File: src/rtl/pipe_ctrl_pkg.sv
// Shared encodings for the ID/EX control unit: opcodes, bundle widths and bit positions.
package pipe_ctrl_pkg;

  localparam logic [6:0] OP_LOAD    = 7'b0000011;
  localparam logic [6:0] OP_STORE   = 7'b0100011;
  localparam logic [6:0] OP_BEQ     = 7'b1100011;
  localparam logic [6:0] OP_R       = 7'b0110011;
  localparam logic [6:0] OP_IMM     = 7'b0010011;
  localparam logic [6:0] FUNCT7_MUL = 7'b0000001;

  localparam int EX_W  = 3;
  localparam int MEM_W = 3;
  localparam int WB_W  = 2;

  localparam int EX_ALUSRC   = 2;
  localparam int EX_ALUOP_HI = 1;
  localparam int EX_ALUOP_LO = 0;

  localparam int MEM_BRANCH = 2;
  localparam int MEM_READ   = 1;
  localparam int MEM_WRITE  = 0;

  localparam int WB_REGWRITE = 1;
  localparam int WB_MEMTOREG = 0;

  // MUL_LAT is bounded to 15, so four bits always hold MUL_LAT-1.
  localparam int CNT_W = 4;

  typedef struct packed {
    logic [EX_W-1:0]  ex;
    logic [MEM_W-1:0] mem;
    logic [WB_W-1:0]  wb;
    logic             mul;
  } ctrl_t;

endpackage

File: src/rtl/pipe_ctrl_decode.sv
// Combinational opcode/funct7 decoder producing the EX/MEM/WB control bundles.
module ctrl_decode
  import pipe_ctrl_pkg::*;
#(
  parameter int EN_MUL = 1
) (
  input  logic [6:0] opcode_i,
  input  logic [6:0] funct7_i,
  output ctrl_t      ctrl_o,
  output logic       illegal_o,
  output logic       uses_rs1_o,
  output logic       uses_rs2_o
);

  always_comb begin
    ctrl_o     = '0;
    illegal_o  = 1'b0;
    uses_rs1_o = 1'b1;
    uses_rs2_o = 1'b0;
    unique case (opcode_i)
      OP_LOAD: begin
        ctrl_o.mem[MEM_READ]    = 1'b1;
        ctrl_o.wb[WB_REGWRITE]  = 1'b1;
        ctrl_o.wb[WB_MEMTOREG]  = 1'b1;
      end
      OP_STORE: begin
        ctrl_o.ex[EX_ALUSRC]    = 1'b1;
        ctrl_o.mem[MEM_WRITE]   = 1'b1;
        uses_rs2_o              = 1'b1;
      end
      OP_BEQ: begin
        ctrl_o.ex[EX_ALUOP_LO]  = 1'b1;
        ctrl_o.mem[MEM_BRANCH]  = 1'b1;
        uses_rs2_o              = 1'b1;
      end
      OP_R: begin
        ctrl_o.ex[EX_ALUOP_HI]  = 1'b1;
        ctrl_o.wb[WB_REGWRITE]  = 1'b1;
        ctrl_o.mul              = (EN_MUL != 0) && (funct7_i == FUNCT7_MUL);
        uses_rs2_o              = 1'b1;
      end
      OP_IMM: begin
        ctrl_o.ex               = '1;
        ctrl_o.wb[WB_REGWRITE]  = 1'b1;
      end
      default: begin
        illegal_o  = 1'b1;
        uses_rs1_o = 1'b0;
      end
    endcase
  end

endmodule

File: src/rtl/pipe_ctrl_unit.sv
// ID/EX control register with load-use, flush, external-stall and multi-cycle MUL hold logic.
module pipe_ctrl_unit
  import pipe_ctrl_pkg::*;
#(
  parameter int REG_AW  = 5,
  parameter int MUL_LAT = 3,
  parameter int EN_MUL  = 1
) (
  input  logic              clk_i,
  input  logic              rst_i,
  input  logic [31:0]       inst_i,
  input  logic              inst_valid_i,
  input  logic              flush_i,
  input  logic              stall_ext_i,
  output logic [EX_W-1:0]   ex_signal_o,
  output logic [MEM_W-1:0]  mem_signal_o,
  output logic [WB_W-1:0]   wb_signal_o,
  output logic              ex_mul_o,
  output logic [REG_AW-1:0] ex_rd_o,
  output logic              pc_write_o,
  output logic              ifid_write_o,
  output logic              ex_busy_o,
  output logic              illegal_o
);

  localparam logic [CNT_W-1:0] MUL_INIT = CNT_W'(MUL_LAT - 1);

  ctrl_t             dec;
  logic              dec_illegal;
  logic              dec_rs1;
  logic              dec_rs2;
  logic [REG_AW-1:0] id_rd;
  logic [REG_AW-1:0] id_rs1;
  logic [REG_AW-1:0] id_rs2;
  logic              unused_funct3;

  ctrl_t             idex_q,    idex_d;
  logic [REG_AW-1:0] ex_rd_q,   ex_rd_d;
  logic [CNT_W-1:0]  cnt_q,     cnt_d;
  logic              illegal_q, illegal_d;

  logic              load_use;
  logic              mul_hold;

  ctrl_decode #(
    .EN_MUL (EN_MUL)
  ) u_decode (
    .opcode_i   (inst_i[6:0]),
    .funct7_i   (inst_i[31:25]),
    .ctrl_o     (dec),
    .illegal_o  (dec_illegal),
    .uses_rs1_o (dec_rs1),
    .uses_rs2_o (dec_rs2)
  );

  assign id_rd         = inst_i[7  +: REG_AW];
  assign id_rs1        = inst_i[15 +: REG_AW];
  assign id_rs2        = inst_i[20 +: REG_AW];
  assign unused_funct3 = ^inst_i[14:12];

  assign mul_hold = (cnt_q != '0);
  assign load_use = idex_q.mem[MEM_READ] && (ex_rd_q != '0) && inst_valid_i &&
                    (((ex_rd_q == id_rs1) && dec_rs1) || ((ex_rd_q == id_rs2) && dec_rs2));

  always_comb begin
    idex_d    = idex_q;
    ex_rd_d   = ex_rd_q;
    cnt_d     = cnt_q;
    illegal_d = 1'b0;
    if (flush_i) begin
      idex_d  = '0;
      ex_rd_d = '0;
      cnt_d   = '0;
    end else if (!stall_ext_i) begin
      if (mul_hold) begin
        cnt_d = cnt_q - 1'b1;
      end else if (load_use || !inst_valid_i) begin
        idex_d  = '0;
        ex_rd_d = '0;
      end else begin
        idex_d    = dec;
        // Only instructions that write back expose a destination for forwarding.
        ex_rd_d   = dec.wb[WB_REGWRITE] ? id_rd : '0;
        illegal_d = dec_illegal;
        if (dec.mul && (MUL_LAT > 1)) begin
          cnt_d = MUL_INIT;
        end
      end
    end
  end

  always_ff @(posedge clk_i or negedge rst_i) begin
    if (!rst_i) begin
      idex_q    <= '0;
      ex_rd_q   <= '0;
      cnt_q     <= '0;
      illegal_q <= 1'b0;
    end else begin
      idex_q    <= idex_d;
      ex_rd_q   <= ex_rd_d;
      cnt_q     <= cnt_d;
      illegal_q <= illegal_d;
    end
  end

  assign ex_signal_o  = idex_q.ex;
  assign mem_signal_o = idex_q.mem;
  assign wb_signal_o  = idex_q.wb;
  assign ex_mul_o     = idex_q.mul;
  assign ex_rd_o      = ex_rd_q;
  assign ex_busy_o    = mul_hold;
  assign illegal_o    = illegal_q;

  // A flush does not hold the PC; the front end is redirecting anyway.
  assign pc_write_o   = rst_i && !stall_ext_i && !mul_hold && !load_use;
  assign ifid_write_o = pc_write_o;

endmodule

File: config.mk
export PLATFORM = sky130hd
export DESIGN_NAME = pipe_ctrl_unit
export DESIGN_NICKNAME = d
export VERILOG_FILES = /design/src/rtl/pipe_ctrl_pkg.sv /design/src/rtl/pipe_ctrl_decode.sv /design/src/rtl/pipe_ctrl_unit.sv
export SDC_FILE = /design/constraint.sdc
export NUM_CORES = 1
export LEC_CHECK = 0
export CAP_MARGIN = 40
export CORE_MARGIN = 2
export CORE_UTILIZATION = 39
export CTS_CLUSTER_SIZE = 25
export DETAILED_ROUTE_END_ITERATION = 12
export DONT_BUFFER_PORTS = 1
export PLACE_DENSITY = 0.54
export SETUP_SLACK_MARGIN = 0.4
export SLEW_MARGIN = 25
export SYNTH_ARGS = -nofsm -noshare
export SYNTH_HDL_FRONTEND = slang
export SYNTH_SLANG_ARGS = --single-unit
File: constraint.sdc
create_clock -name clk_i -period 3.6 [get_ports clk_i]
set_input_delay 0 -clock clk_i [delete_from_list [all_inputs] [get_ports clk_i]]
set_output_delay 0 -clock clk_i [all_outputs]
set_load 0.1 [all_outputs]
==> summary.txt <==
Routing
  – Met2 wire length: 1.50 mm
  – Top sig layer: met4
  – DR vias/cell: 5.56
  – Antenna-violating nets left: 0
  – Met1 wire length: 1.19 mm
  – Wire length per cell: 16.5 µm
  – Met3 Wirelength: 254 µm
  – Drt first pass iters: 4
  – Final wirelength: 2.96 mm
  – Initial DRC Count: 43
  – # DRC: 0
  – Via Count: 996

Logic synthesis
  – FF+latch count, synth: 18
  – Post-Syn Area: 1100 µm²
  – Library cells used by synthesis: 42
  – Sequential cell area fraction in the yosys report: 41.0%
  – Post-synthesis simple-gate area fraction: 23.8%
  – Mapped Avg Cell Area: 9.98 µm²
  – Largest family of logic cells by synthesized area: simple AND/OR/NAND/NOR gates
  – Post-Synthesis Net Count: 149
  – Post-synthesis compound-gate area fraction: 20.0%
  – Post-synthesis mux area share: 0%
  – Main synth FF type: dfrtp_1
  – Async S/R FF share, synth: 100%
  – Number of synthesis warnings: 0
  – Post-Synth Adder-Cell Area: 2.28%
  – Area contributors post-synth: dfrtp_1, xor2_1, a22o_1
  – Area leader, netlist: dfrtp_1
  – EDFF count, synth: 0
  – Post-synth top area share: 41.0%
  – XOR/XNOR share of the synthesized area: 8.78%
  – Mapped Cells: 110

CTS
  – CTS root buf: clkbuf_4
  – Post-CTS sizing: 0
  – Post-CTS Hold Buffers: 17
  – CTS H-tree lvls: 1
  – Clk_lat worst skew: 0.29 ns
  – Num CTS Buffers: 3
  – CTS tree: done
  – Post-CTS setup repair buffer count: 0
  – Clock net sink count: 18
  – Clk slew on worst S/H paths: 0.11 ns
  – Clock Tree Buf Depth: 2

Worst setup path
  – Worst setup SP type: flip-flop
  – R2R depth: 8
  – Largest delay share family, worst path: simple AND/OR/NAND/NOR gates
  – WP buf/inv: 2
  – Setup CP Type: reg -> reg
  – Worst path cell trace: inv_1 > ha_1 > and2_4 > inv_4 > or4b_4 > or3_4 > a211oi_4 > a22o_1
  – Worst EP required: 3.84 ns
  – Crit-path max cell delay: 0.52 ns
  – CP Depth: 8
  – Arr. time, crit path: 2.73 ns
  – Slowest stage cell, crit path: or4b_4
  – CP Max Fanout: 6
  – Critical path endpoint category: flip-flop

STA
  – Clock Skew: 0.00411 ns
  – Max Clock Freq: 401 MHz
  – Final min period: 2.50 ns
  – Post-route clock period utilization: 69.4%
  – Actual slew at the worst max-slew pin: 0.890 ns
  – RSZ-0062 raised after global routing: no
  – Final setup viols: 0
  – Slew headroom: 40.7%
  – Slew Viols, Final: 0
  – Setup_tns: 0 ns
  – Hold Fails Final Rpt: 0

Global routing
  – GR Util All Layers: 18.7%
  – Initial antenna violation count: 0
  – Vias in the first global route: 1006
  – Largest net degree at the start of global routing: 19
  – Total gr overflow: 0
  – First-pass GRT wire length: 4.60 mm

Placed design
  – GP Congestion: 0.774
  – Post-DP HPWL: 2.11 mm
  – IO buf count: 0

Power and ir drop
  – Maximum VDD drop: 0.556 mV
  – Total chip power: 711 µW
  – Pwr dens: 460 nW/µm²
  – Leakage: 0.000682 µW

Floorplan
  – FP Rows: 19
  – # IOs: 55
  – Die area: 3250 µm²
  – Initial Util: 40.5%
  – Chip width: 57.0 µm
  – Core area: 2710 µm²
  – Die height: 57.0 µm

Final layout
  – ANT cells: 0
  – Most common cell after layout, fill and taps aside: dlygate4sd3_1
  – Share of cells above drive strength 1: 21.6%
  – Nets: 188
  – Most frequent cells in the layout: dlygate4sd3_1, dfrtp_1, xor2_1, nand2_1
  – Area delta synth->final: 40.9%

Worst hold path
  – Hold path depth: 3
  – Hold Crit Class: in -> reg

Flow run
  – Max-Cap Viols: 0

Run status
  – Status: complete, no violations
## logic make-up after synthesis
group,Yosys count
simple gates,41
compound gates,30
flops,18
xor+xnor,11
buf+inv,8
fa+ha+maj,2
## stage by stage
stage	setup WS [ns]	cell area (µm²)	cells	utilization (%)	hold slack [ns]
floorplan	0.541	1100	110	-	-0.296
global placement	1.12	1170	143	43.0	-0.295
detailed placement	1.11	1240	147	45.6	-0.295
CTS	1.08	1440	168	53.2	0.0176
global route	0.975	1550	179	57.1	0.0405
finish	1.10	1550	179	57.1	0.0335
## metal layers
layer / track usage [%] / vias to the layer above
met4: 4.98 / 0
met5: 0 / -
met3: 8.16 / 2
met1: 19.7 / 485
met2: 34.0 / 33
li1: - / 476
## area by class of cell
type | count | area [µm²]
clock buffer | 4 | 36.3
fill | 248 | 1160
inverter | 4 | 17.5
multi-input combinational | 84 | 613
sequential | 18 | 452
tap | 31 | 38.8
timing repair buffer | 38 | 389
## synthesized netlist by cell type, types with 2 or more instances
library cell,number
nor2_1,7
a22o_1,5
or4b_2,2
nand4_1,2
o21ai_0,7
nand2b_1,3
a21oi_1,6
nor3_1,6
dfrtp_1,18
inv_1,3
ha_1,2
xnor2_1,3
xor2_1,8
a21o_1,2
buf_4,2
nand2_1,8
## worst register-to-register path, cell delays in order (launching register included)
cell      delay, ns
dfrtp_1        0.43
inv_1          0.10
ha_1           0.17
and2_4         0.17
inv_4          0.13
or4b_4         0.52
or3_4          0.38
a211oi_4       0.34
a22o_1         0.20
## final timing paths
kind	from	endpoint	slack [ns]
worst max-delay path	cnt_q[0]	ex_rd_o[4]	1.10
worst min-delay path	inst_i[4]	mem_signal_o[0]	0.03
worst max register to register	cnt_q[0]	ex_rd_o[4]	1.10
worst min register to register	cnt_q[1]	cnt_q[1]	0.57
max in group asynchronous	rst_i	ex_signal_o[1]	3.10
min in group asynchronous	rst_i	ex_rd_o[4]	0.06
## sequential cells by signal, summed over array words and instances, names as in the netlist
register      flops
ex_rd_o           5
cnt_q             4
ex_signal_o       3
mem_signal_o      3
ex_mul_o          1
illegal_o         1
wb_signal_o       1
## where the power goes
part           switching, µW  total, µW  leakage, µW  internal (µW)
Clock                   65.3        127    0.0000210           61.6
Sequential              26.9        246     0.000247            219
Combinational            238        338     0.000414            100
Note: power is estimated with default switching activity, not from simulation.
